### src/rtl/map_scanner_if.sv
// Map-store lookup bus and tile output stream between map_scanner and its neighbours.
// The scanner drives the master side; the map store / tile consumer sit on the slave side.
interface map_scanner_if;
    logic [2:0]  map_y;
    logic [6:0]  map_x;
    logic [3:0]  map_r;
    logic [3:0]  map_g;
    logic [3:0]  map_b;
    logic [2:0]  map_state;
    logic        tile_valid;
    logic        tile_ready;
    logic [2:0]  tile_row;
    logic [4:0]  tile_col;
    logic [11:0] tile_rgb;
    logic [2:0]  tile_state;

    modport master (
        output map_y, map_x,
        input  map_r, map_g, map_b, map_state,
        output tile_valid,
        input  tile_ready,
        output tile_row, tile_col, tile_rgb, tile_state
    );

    modport slave (
        input  map_y, map_x,
        output map_r, map_g, map_b, map_state,
        input  tile_valid,
        output tile_ready,
        input  tile_row, tile_col, tile_rgb, tile_state
    );
endinterface

### src/rtl/map_scanner.sv
// Scans a WIN_COLS x MAP_ROWS window of a wrapping tile map and streams one tile per cell.
// Optional macro MAP_SCANNER_SKIP_EMPTY_EN drops cells whose block state is 3'b000.
module map_scanner #(
    parameter int WIN_COLS = 16,
    parameter int MAP_ROWS = 5,
    parameter int MAP_COLS = 100
) (
    input  logic          clk,
    input  logic          rst,
    input  logic          start,
    input  logic [6:0]    scroll_x,
    output logic          busy,
    output logic          done,
    map_scanner_if.master bus
);
    localparam logic [2:0] LAST_ROW = 3'(MAP_ROWS - 1);
    localparam logic [4:0] LAST_COL = 5'(WIN_COLS - 1);
    localparam logic [6:0] LAST_X   = 7'(MAP_COLS - 1);
    localparam logic [6:0] COLS_W   = 7'(MAP_COLS);

    typedef enum logic [1:0] {IDLE, ISSUE, CAPTURE, HOLD} state_t;

    state_t      state_reg, state_next;
    logic [6:0]  base_reg;
    logic [2:0]  row_reg;
    logic [4:0]  col_reg;
    logic [6:0]  map_x_reg;
    logic [2:0]  map_y_reg;
    logic        busy_reg;
    logic        done_reg;
    logic        tile_valid_reg;
    logic [2:0]  tile_row_reg;
    logic [4:0]  tile_col_reg;
    logic [2:0]  tile_state_reg;
    logic [11:0] tile_rgb_w;

    logic        skip_cell;
    logic        last_cell;
    logic        accept_start;
    logic        capture_en;
    logic        handshake;
    logic        advance;
    logic        finish_scan;
    logic [6:0]  base_new;

    // Folding scroll_x once at start keeps map_x inside 0..MAP_COLS-1 for the whole scan.
    assign base_new  = (scroll_x < COLS_W) ? scroll_x : (scroll_x - COLS_W);
    assign last_cell = (row_reg == LAST_ROW) && (col_reg == LAST_COL);

`ifdef MAP_SCANNER_SKIP_EMPTY_EN
    assign skip_cell = (bus.map_state == 3'b000);
`else
    assign skip_cell = 1'b0;
`endif

    always_ff @(posedge clk) begin
        if (rst) begin
            state_reg <= IDLE;
        end else begin
            state_reg <= state_next;
        end
    end

    always_comb begin
        state_next = state_reg;
        case (state_reg)
            IDLE:    if (start) state_next = ISSUE;
            ISSUE:   state_next = CAPTURE;
            CAPTURE: begin
                if (skip_cell) begin
                    state_next = last_cell ? IDLE : ISSUE;
                end else begin
                    state_next = HOLD;
                end
            end
            HOLD:    if (bus.tile_ready) state_next = last_cell ? IDLE : ISSUE;
            default: state_next = IDLE;
        endcase
    end

    always_comb begin
        accept_start = 1'b0;
        capture_en   = 1'b0;
        handshake    = 1'b0;
        advance      = 1'b0;
        finish_scan  = 1'b0;
        case (state_reg)
            IDLE:    accept_start = start;
            CAPTURE: begin
                capture_en = !skip_cell;
                advance    = skip_cell;
            end
            HOLD: begin
                handshake = bus.tile_ready;
                advance   = bus.tile_ready;
            end
            default: ;
        endcase
        finish_scan = advance && last_cell;
    end

    // Counters and map address move only on an accepted start or an advance, so the
    // map address is stable across ISSUE/CAPTURE/HOLD of every tile.
    always_ff @(posedge clk) begin
        if (rst) begin
            base_reg  <= '0;
            row_reg   <= '0;
            col_reg   <= '0;
            map_x_reg <= '0;
            map_y_reg <= '0;
            busy_reg  <= 1'b0;
            done_reg  <= 1'b0;
        end else begin
            done_reg <= finish_scan;
            if (accept_start) begin
                base_reg  <= base_new;
                row_reg   <= '0;
                col_reg   <= '0;
                map_x_reg <= base_new;
                map_y_reg <= '0;
                busy_reg  <= 1'b1;
            end else if (advance) begin
                if (last_cell) begin
                    busy_reg <= 1'b0;
                end else if (col_reg == LAST_COL) begin
                    col_reg   <= '0;
                    row_reg   <= row_reg + 3'd1;
                    map_x_reg <= base_reg;
                    map_y_reg <= row_reg + 3'd1;
                end else begin
                    col_reg   <= col_reg + 5'd1;
                    map_x_reg <= (map_x_reg == LAST_X) ? 7'd0 : (map_x_reg + 7'd1);
                end
            end
        end
    end

    always_ff @(posedge clk) begin
        if (rst) begin
            tile_valid_reg <= 1'b0;
            tile_row_reg   <= '0;
            tile_col_reg   <= '0;
            tile_state_reg <= '0;
        end else if (capture_en) begin
            tile_valid_reg <= 1'b1;
            tile_row_reg   <= row_reg;
            tile_col_reg   <= col_reg;
            tile_state_reg <= bus.map_state;
        end else if (handshake) begin
            tile_valid_reg <= 1'b0;
        end
    end

    logic [3:0] chan_in [3];
    assign chan_in[0] = bus.map_r;
    assign chan_in[1] = bus.map_g;
    assign chan_in[2] = bus.map_b;

    // One capture register per colour channel; channel 0 (red) lands in the top nibble.
    generate
        for (genvar gi = 0; gi < 3; gi++) begin : g_chan
            logic [3:0] chan_reg;
            always_ff @(posedge clk) begin
                if (rst) begin
                    chan_reg <= '0;
                end else if (capture_en) begin
                    chan_reg <= chan_in[gi];
                end
            end
            assign tile_rgb_w[4*(2-gi) +: 4] = chan_reg;
        end
    endgenerate

    assign bus.map_x      = map_x_reg;
    assign bus.map_y      = map_y_reg;
    assign bus.tile_valid = tile_valid_reg;
    assign bus.tile_row   = tile_row_reg;
    assign bus.tile_col   = tile_col_reg;
    assign bus.tile_rgb   = tile_rgb_w;
    assign bus.tile_state = tile_state_reg;
    assign busy           = busy_reg;
    assign done           = done_reg;
endmodule

### src/flat_wrapper.sv
// flat-port wrapper written by rule: the top's interface ports become plain ports
module map_scanner_flat 
#(
    parameter int WIN_COLS = 16,
    parameter int MAP_ROWS = 5,
    parameter int MAP_COLS = 100
)
  (clk, rst, start, scroll_x, busy, done, bus_map_y, bus_map_x, bus_map_r, bus_map_g, bus_map_b, bus_map_state, bus_tile_valid, bus_tile_ready, bus_tile_row, bus_tile_col, bus_tile_rgb, bus_tile_state);
  map_scanner_if bus_i ();
  input  logic clk;
  input  logic rst;
  input  logic start;
  input  logic [6:0] scroll_x;
  output logic busy;
  output logic done;
  output wire logic [$bits(bus_i.map_y)-1:0] bus_map_y;
  output wire logic [$bits(bus_i.map_x)-1:0] bus_map_x;
  input wire logic [$bits(bus_i.map_r)-1:0] bus_map_r;
  input wire logic [$bits(bus_i.map_g)-1:0] bus_map_g;
  input wire logic [$bits(bus_i.map_b)-1:0] bus_map_b;
  input wire logic [$bits(bus_i.map_state)-1:0] bus_map_state;
  output wire logic [$bits(bus_i.tile_valid)-1:0] bus_tile_valid;
  input wire logic [$bits(bus_i.tile_ready)-1:0] bus_tile_ready;
  output wire logic [$bits(bus_i.tile_row)-1:0] bus_tile_row;
  output wire logic [$bits(bus_i.tile_col)-1:0] bus_tile_col;
  output wire logic [$bits(bus_i.tile_rgb)-1:0] bus_tile_rgb;
  output wire logic [$bits(bus_i.tile_state)-1:0] bus_tile_state;
  assign bus_map_y = bus_i.map_y;
  assign bus_map_x = bus_i.map_x;
  assign bus_i.map_r = bus_map_r;
  assign bus_i.map_g = bus_map_g;
  assign bus_i.map_b = bus_map_b;
  assign bus_i.map_state = bus_map_state;
  assign bus_tile_valid = bus_i.tile_valid;
  assign bus_i.tile_ready = bus_tile_ready;
  assign bus_tile_row = bus_i.tile_row;
  assign bus_tile_col = bus_i.tile_col;
  assign bus_tile_rgb = bus_i.tile_rgb;
  assign bus_tile_state = bus_i.tile_state;
  map_scanner #(.WIN_COLS(WIN_COLS), .MAP_ROWS(MAP_ROWS), .MAP_COLS(MAP_COLS)) u_core (.clk(clk), .rst(rst), .start(start), .scroll_x(scroll_x), .busy(busy), .done(done), .bus(bus_i));
endmodule
### config.mk
export PLATFORM = sky130hd
export DESIGN_NAME = map_scanner_flat
export DESIGN_NICKNAME = d
export VERILOG_FILES = /design/src/rtl/map_scanner_if.sv /design/src/rtl/map_scanner.sv /design/src/flat_wrapper.sv
export SDC_FILE = /design/constraint.sdc
export NUM_CORES = 1
export LEC_CHECK = 0
export CORE_MARGIN = 5
export CORE_UTILIZATION = 30
export CTS_BUF_LIST = sky130_fd_sc_hd__clkbuf_8 sky130_fd_sc_hd__clkbuf_16
export DETAILED_ROUTE_END_ITERATION = 10
export PLACE_DENSITY_LB_ADDON = 0.05
export SLEW_MARGIN = 5
export SYNTH_ARGS = -nofsm -noshare
export SYNTH_HDL_FRONTEND = slang
export SYNTH_SLANG_ARGS = --single-unit
### constraint.sdc
create_clock -name clk -period 2.12 [get_ports clk]
set_input_delay 0.424 -clock clk [delete_from_list [all_inputs] [get_ports clk]]
set_output_delay 0.424 -clock clk [all_outputs]
set_load 0.005 [all_outputs]
Yosys cells after proc, flatten, opt, wreduce, memory -nomap -nowiden
Cells that the tools add are included.
{"block": "word_totals", "ram_bits": 0, "romBits": 0, "ff_bits": 50, "memories": 0, "wordCells": 60, "output_inout_bits": 36, "latchBits": 0}
{"block": "classes", "magnitude_cmp": 1, "eq_ne": 9, "n_bitwise": 1, "shifts": 0, "addsub": 4, "mux": 19, "div": 0, "mul": 0, "n_reduce_logical": 12}
{"cell": "$mux 7", "count": 6}
{"cell": "$mux 1", "count": 9}
{"cell": "$pmux 2 s4", "count": 1}
{"cell": "$reduce_and 2->1", "count": 4}
{"cell": "$add 7x1->7 const B", "count": 1}
{"cell": "$eq 7x7->1 const B", "count": 1}
{"cell": "$lt 7x7->1 const B", "count": 1}
{"cell": "$sub 7x7->7 const B", "count": 1}
{"cell": "$ne 2x2->1 const B", "count": 3}
{"cell": "$reduce_bool 2->1", "count": 3}
{"cell": "$add 5x1->5 const B", "count": 1}
{"cell": "$eq 5x4->1 const B", "count": 1}
{"cell": "$mux 5", "count": 1}
{"cell": "$eq 2x2->1 const B", "count": 2}
{"cell": "$mux 2", "count": 2}
{"cell": "$add 3x1->3 const B", "count": 1}
{"cell": "$eq 3x3->1 const B", "count": 1}
{"cell": "$reduce_and 3->1", "count": 1}
{"cell": "$eq 2x1->1 const B", "count": 1}
{"cell": "$logic_and 1x1->1", "count": 2}
{"cell": "$logic_not 2->1", "count": 1}
{"cell": "$reduce_or 2->1", "count": 1}
{"cell": "$not 1->1", "count": 1}

Logic depth before layout (Yosys ltp)
Gate-level depths: netlist (run 1).
{"block": "logic_depth", "ltp_word": 6, "mapped_depth": 7, "depth_no_buf": 6}

Worst setup path after synthesis (run 1)
OpenSTA, ideal clock, no wires.
{"block": "synth_timing", "path_type": "register to register", "startpoint": "reg u_core.row_reg[0]", "endpoint": "reg u_core.map_x_reg[6] (netlist: u_core.bus.map_x[6])", "path_buffers": 0, "path_stages_with_launch": 7, "arrival_time_ns": 1.518, "synth_period_minus_slack_ns": 1.622, "setup_slack_ns": 0.498, "t_required_ns": 2.017, "path_cell_list": "dfxtp_1 -> inv_1 -> ha_1 -> and2_1 -> a31oi_2 -> nor2_1 -> a2111oi_2"}
{"block": "synth_via", "elab_chain_len": 4}
{"element": "start: declaration", "line": "map_scanner.sv:25", "rtl": "logic [2:0] row_reg;"}
{"element": "start signal: assignment", "line": "map_scanner.sv:127", "rtl": "row_reg <= row_reg + 3'd1;"}
{"element": "$eq 3x3->1", "line": "map_scanner.sv:48", "rtl": "assign last_cell = (row_reg == LAST_ROW) && (col_reg == LAST_COL);"}
{"element": "$logic_and 1x1->1", "line": "map_scanner.sv:48"}
{"element": "$ne 2x2->1 (no source line)"}
{"element": "$reduce_and 2->1 (no source line)"}
{"element": "end signal: assignment", "line": "map_scanner.sv:119", "rtl": "map_x_reg <= base_new;"}
{"element": "end signal: assignment", "line": "map_scanner.sv:128", "rtl": "map_x_reg <= base_reg;"}
{"element": "end signal: assignment", "line": "map_scanner.sv:132", "rtl": "map_x_reg <= (map_x_reg == LAST_X) ? 7'd0 : (map_x_reg + 7'd1);"}
{"element": "end: declaration", "line": "map_scanner.sv:27", "rtl": "logic [6:0] map_x_reg;"}
Every way passes these cells.
A chain may end at the register's enable or synchronous reset.

Final worst setup path (run 1)
{"block": "layout_timing", "startpoint": "reg u_core.col_reg[0]", "endpoint": "reg u_core.map_x_reg[5] (netlist: u_core.bus.map_x[5])"}
{"block": "layout_via", "elab_chain_len": 5, "elab_cells_between_ends": 8, "cone_classes": "eq/ne (2); mux (4); reduce/logical (2)"}
{"element": "start: declaration", "line": "map_scanner.sv:26", "rtl": "logic [4:0] col_reg;"}
{"element": "start signal: assignment", "line": "map_scanner.sv:131", "rtl": "col_reg <= col_reg + 5'd1;"}
{"element": "$eq 5x4->1 *", "line": "map_scanner.sv:48, map_scanner.sv:125"}
{"element": "$mux 7", "line": "map_scanner.sv:125", "rtl": "end else if (col_reg == LAST_COL) begin"}
{"element": "$mux 7", "line": "map_scanner.sv:123", "rtl": "if (last_cell) begin"}
{"element": "$mux 7", "line": "map_scanner.sv:122", "rtl": "end else if (advance) begin"}
{"element": "$mux 7", "line": "map_scanner.sv:115", "rtl": "if (accept_start) begin"}
Mark *: on every way between the ends. The rest lies on a longest branch, timed or not. The select of a mux whose other input is x is not followed.

==> impl_metrics.tcl, run 1 <==
set metrics [dict create \
    grt_pass1_wl_mm 10.1 \
    clock_path_buffers 2 \
    start_util_pct 30.7 \
    max_freq_mhz 545 \
    num_antenna_cells 0 \
    dieArea_sq_um 9790 \
    post_cts_buffers 0 \
    cts_resized 0 \
    numCtsBuffers 5 \
    setup_viol 0 \
    hold_path_class "reg2reg" \
    grt_max_degree 23 \
    fin_crit_sh_pct 86.5 \
    largest_reg_flops 12 \
    setup_tns_ns 0 \
    cp-end-kind "flop" \
    cts_tree "built" \
    fin_crit_ns 1.83 \
    cts.sink_count 50 \
    synth_edf_count 0 \
    avgSynthCellArea_sq_um 9.27 \
    fin_nets 363 \
    drt_wl_total_mm 6.04 \
    grt_pass1_vias 2073 \
    synthTopCellsByCount "50 x dfxtp_1, 35 x nor2_1, 27 x mux2i_1" \
    dpl.hpwl_mm 4.54 \
    grt-ovfl-total 0 \
    synth_top_cell_area_share_pct 42.2 \
    syn_area_sq_um 2370 \
    stdcell_area_sq_um 3280 \
    ctsRootBufferMaster "clkbuf_8" \
    worst_slew_pin_slew_ns 0.314 \
    holdBufCountCts 0 \
    ys_types 51 \
    leakage_uw 0.00126 \
    async_flop_share_pct 0 \
    start_kind "flop" \
    port_buffers 61 \
    finalMaxSlewViolations 0 \
    cp_data_arrival_time_ns 2.05 \
    status "completed" \
    syn_to_final_growth_pct 38.4 \
    insertion_delay_ns 0.30 \
    synth_seq_cells 50 \
    die_w_um 98.9 \
    yosys_warnings 0 \
    num_io_pins 62 \
    gp_congestion 0.753 \
    drt_pass1_iterations 5 \
    maxCapViolCount 0 \
    synth_most_common_cell "dfxtp_1" \
    synthTopCellsByArea "dfxtp_1 42%, mux2i_1 11%, nor2_1 5.5%" \
    skew_ns 0.00999 \
    die_h_um 98.9 \
    clkSlewWorstSetupHoldPaths_ns 0.09 \
    slew_headroom_pct 79.0 \
    fp-row-count 32 \
    syn_inst 256 \
    synth_flop_cell "dfxtp_1" \
    placed_area_sq_um 3170 \
    syn_nets 291 \
    synth_top_area_cell "dfxtp_1" \
    drc_errors 0 \
    drt_first_iter_violations 55 \
    ant_nets 0 \
    vdd_drop_max_mv 0.354 \
    required_ns 2.33 \
    core_sq_um 7730 \
    rsz0062_at_grt "no" \
    drive_gt1_share_pct 11.9 \
    hold_viol 0 \
    fill_cells 786 \
    path_max_fanout 11 \
    worstSetupPathType "reg2reg" \
    detail_route.vias_per_cell 4.77 \
    p_per_area_nw_per_um2 873 \
    cts_max_level 2 \
    track_usage_pct 12.4 \
    antenna_found_initial 0 \
    vias 2057 \
    ys_seq_area_share_pct 42.2 \
    wl_per_cell_um 14.0 \
]
per-stage QoR:
step | std cells | hold slack (ns) | power (uW) | worst slack, ns | utilization (%)
after CTS | 431 | 0.464 | 2920 | 0.274 | 42.5
after floorplan | 256 | 0.432 | 1770 | 0.498 | -
after global routing | 431 | 0.477 | 3090 | 0.173 | 42.5
final | 431 | 0.462 | 2870 | 0.285 | 42.5
after detailed placement | 423 | 0.448 | 2230 | 0.120 | 41.1
after global placement | 423 | 0.443 | 2230 | 0.147 | 41.1
layout by cell type, fill, tap and decap left out, types with 2 or more instances in the layout:
cell type / netlist / final
nand4_1: 2 / 2
nand3_1: 7 / 7
o21ai_0: 6 / 6
nor2_1: 35 / 35
nor2b_1: 2 / 2
xor2_1: 4 / 4
mux2i_1: 27 / 27
o22ai_1: 3 / 3
clkbuf_8: 0 / 5
o21bai_1: 2 / 2
inv_1: 12 / 13
nand2_1: 15 / 15
ha_1: 9 / 9
o211ai_1: 3 / 3
mux2_2: 2 / 2
xnor2_1: 3 / 3
a31oi_1: 3 / 3
and4_1: 2 / 2
clkdlybuf4s50_1: 0 / 61
a211oi_2: 2 / 2
buf_4: 0 / 16
a21o_1: 2 / 2
and3_1: 3 / 3
nor3_1: 5 / 5
and2_1: 4 / 4
a22oi_1: 2 / 2
dfxtp_1: 50 / 50
a21oi_1: 15 / 15
a211oi_1: 2 / 2
critical path: stages, from the launching register on:
cell and delay (ns):
dfxtp_1 0.41, ha_1 0.25, and4b_4 0.37, a31oi_2 0.18, buf_4 0.19, a21boi_1 0.12
o32ai_1 0.22
final timing paths:
check / cells after the start / to / slack, ns / start
hold reg to reg: 2 / u_core.base_reg[6] / 0.46 / u_core.base_reg[6]
setup / recovery: 6 / u_core.bus.map_x[5] / 0.29 / u_core.col_reg[0]
setup reg to reg: 6 / u_core.bus.map_x[5] / 0.29 / u_core.col_reg[0]
hold / removal: 2 / u_core.base_reg[6] / 0.46 / u_core.base_reg[6]
final cells by class:
cell class / count / area [sq um] / share of cell area [%]
multi-input combinational: 182 / 1270 / 38.6
sequential: 50 / 1000 / 30.5
timing repair buffer: 77 / 731 / 22.3
tap: 102 / 128 / 3.89
clock buffer: 5 / 68.8 / 2.10
inverter: 12 / 45.0 / 1.37
clock inverter: 3 / 41.3 / 1.26
cells by family (layout without fill, tap and decap cells):
logic type / after synthesis / count (layout) / share of synthesized area (%)
and+or+nand+nor: 82 / 82 / 17.0
AOI/OAI and AO/OA: 54 / 54 / 16.3
adders and majority gates: 9 / 9 / 4.75
buffers and inverters: 24 / 97 / 4.32
muxes: 30 / 30 / 12.8
DFF: 50 / 50 / 42.2
xor gates and xnor gates: 7 / 7 / 2.58
layer usage:
metal / vias up / global-route usage [%] / share of wire, %
met5: - / 0 / 0
met4: 0 / 2.84 / 0.55
met3: 4 / 4.46 / 6.8
met2: 51 / 20.3 / 46
met1: 956 / 15.7 / 47
li1: 1046 / - / -
power breakdown:
part	internal, uW	switching (uW)	leakage (uW)
combinational	545	412	0.000801
clock	348	320	0.0000556
sequential	1100	141	0.000407
total	1990	873	0.00126
(Power assumes the default switching activity.)
==> run 2: changes to the inputs <==
--- a/config.mk
+++ b/config.mk
@@ -5,8 +5,9 @@
 export SDC_FILE = /design/constraint.sdc
 export NUM_CORES = 1
 export LEC_CHECK = 0
+export ABC_CLOCK_PERIOD_IN_PS = 1720
 export CORE_MARGIN = 5
-export CORE_UTILIZATION = 30
+export CORE_UTILIZATION = 48
 export CTS_BUF_LIST = sky130_fd_sc_hd__clkbuf_8 sky130_fd_sc_hd__clkbuf_16
 export DETAILED_ROUTE_END_ITERATION = 10
 export PLACE_DENSITY_LB_ADDON = 0.05
==> constraint.sdc (replaced) <==
create_clock -name clk -period 1.72 [get_ports clk]
set_input_delay 0.344 -clock clk [delete_from_list [all_inputs] [get_ports clk]]
set_output_delay 0.344 -clock clk [all_outputs]
set_load 0.005 [all_outputs]
==> impl_metrics.tcl, run 2 (same netlist as run 1, synthesis figures left out) <==
set metrics [dict create \
    status "completed" \
    drt_wl_total_mm 5.76 \
    intPower_uw 2530 \
    finalMaxSlewViolations 0 \
    ctsRootBufferMaster "clkbuf_8" \
    dieArea_sq_um 6450 \
    track_usage_pct 18.8 \
    clkSlewWorstSetupHoldPaths_ns 0.10 \
    rsz0062_at_grt "yes" \
    sw_frac_of_total_pct 30.4 \
    grt_max_degree 24 \
    largest_reg_flops 12 \
    crit_path_max_incr_delay_ns 0.55 \
    numCtsBuffers 5 \
    critPathSlowestCell "clkdlybuf4s50_1" \
    fp-row-count 25 \
    dpl.hpwl_mm 4.29 \
    final_common_cell "clkdlybuf4s50_1" \
    fill_cells 387 \
    finalPower_uw 3640 \
    clock_path_buffers 2 \
    setup_viol 0 \
    cts.sink_count 50 \
    detail_route.vias_per_cell 5.24 \
    fin_crit_sh_pct 96.2 \
    worstSetupPathType "reg2out" \
    grt_pass1_wl_mm 9.62 \
    fin_nets 377 \
    slew_headroom_pct 78.0 \
    gp_congestion 0.862 \
    required_ns 1.38 \
    num_io_pins 62 \
    port_buffers 61 \
    antenna_found_initial 0 \
    die_w_um 80.3 \
    path_max_fanout 7 \
    grt_pass1_vias 2095 \
    cts_max_level 2 \
    maxCapViolCount 0 \
    power_frac_seq_pct 42.0 \
    cp_cell_sequence "clkdlybuf4s50_1" \
    setup_tns_ns 0 \
    hold_path_class "reg2reg" \
    stdcell_area_sq_um 3380 \
    cp_data_arrival_time_ns 1.31 \
    start_util_pct 49.9 \
    drive_gt1_share_pct 16.6 \
    clockPowerShare_pct 22.4 \
    placed_area_sq_um 3250 \
    combPwrFrac_pct 35.6 \
    most-common-layout-cells "61 x clkdlybuf4s50_1, 48 x dfxtp_1, 35 x nor2_1, 29 x buf_4, 27 x mux2i_1" \
    die_h_um 80.3 \
    insertion_delay_ns 0.30 \
    drt_first_iter_violations 107 \
    max_freq_mhz 604 \
    critPathBufInv 1 \
    skew_ns 0.0112 \
    fin_crit_ns 1.65 \
    drt_pass1_iterations 4 \
    num_antenna_cells 0 \
    setup_slack_ns 0.0655 \
    utilization_pct 71.1 \
    syn_to_final_growth_pct 42.5 \
    path_depth 1 \
    holdBufCountCts 0 \
    min_path_cells 2 \
    wl_per_cell_um 14.0 \
    preCtsSetupSlack_ns -0.188 \
    cpLargestDelayFamily "buffers and inverters" \
    p_sw_uw 1110 \
    vias 2148 \
    grt-ovfl-total 0 \
    start_kind "flop" \
    leakage_uw 0.00134 \
    drc_errors 0 \
    vdd_drop_max_mv 0.578 \
    cp-end-kind "primary output" \
    worst_slew_pin_slew_ns 0.329 \
    hold_viol 0 \
    ant_nets 0 \
    p_per_area_nw_per_um2 1080 \
    rr_worst_depth 6 \
    core_sq_um 4750 \
    cts_tree "built" \
]
-- run 2: worst reg2reg max path, cell delays in order (launching register included) --
cell and delay (ns):
dfxtp_1 0.33, ha_1 0.24, and4b_4 0.23, buf_4 0.17, a211oi_4 0.25, a21boi_1 0.09
o32ai_1 0.21
-- run 2: cell type report --
cell class | count | area [sq um] | share of cell area (%)
Multi-Input combinational cell | 182 | 1290 | 38.2
Sequential cell | 50 | 1000 | 29.7
Timing Repair Buffer | 91 | 848 | 25.1
Tap cell | 67 | 83.8 | 2.48
Clock buffer | 5 | 68.8 | 2.04
Inverter | 12 | 45.0 | 1.33
Clock inverter | 3 | 41.3 | 1.22
-- run 2: path summary, 6_finish.rpt --
| path | startpoint | to | slack (ns) |
|---|---|---|---|
| worst max-delay path | u_core.bus.map_x[4] | bus_map_x[4] | 0.07 |
| worst min register to register | u_core.base_reg[1] | u_core.base_reg[1] | 0.46 |
| worst min-delay path | u_core.base_reg[1] | u_core.base_reg[1] | 0.46 |
| worst max register to register | u_core.col_reg[0] | u_core.bus.map_x[5] | 0.10 |
-- run 2: metrics by stage --
step / cells / hold WS [ns]
detailed placement: 402 / 0.452
global route: 410 / 0.477
floorplan: 256 / 0.420
CTS: 410 / 0.465
finish: 410 / 0.462
global placement: 402 / 0.442
-- run 2: what timing repair did --
action | 4_1_cts | 5_1_grt
setup buffers | 0 | 0
gates resized for setup | 0 | 7
setup endpoints to repair | 0 | 8
-- run 2: power by group through the flow --
stage	Sequential (uW)	Clock, uW	Combinational (uW)
2_1_floorplan	1530	0	645
3_3_place_gp	1540	0	1240
3_5_place_dp	1550	0	1260
4_1_cts	1520	841	1270
5_1_grt	1550	890	1420
6_report	1530	817	1300
-- run 2: routing by layer --
layer | wire length [um] | global-route usage (%) | part of all wire, %
met1 | 2510 | 22.0 | 44
met2 | 2780 | 32.5 | 48
met3 | 374 | 6.17 | 6.5
met4 | 94 | 5.57 | 1.6
met5 | 0 | 0 | 0
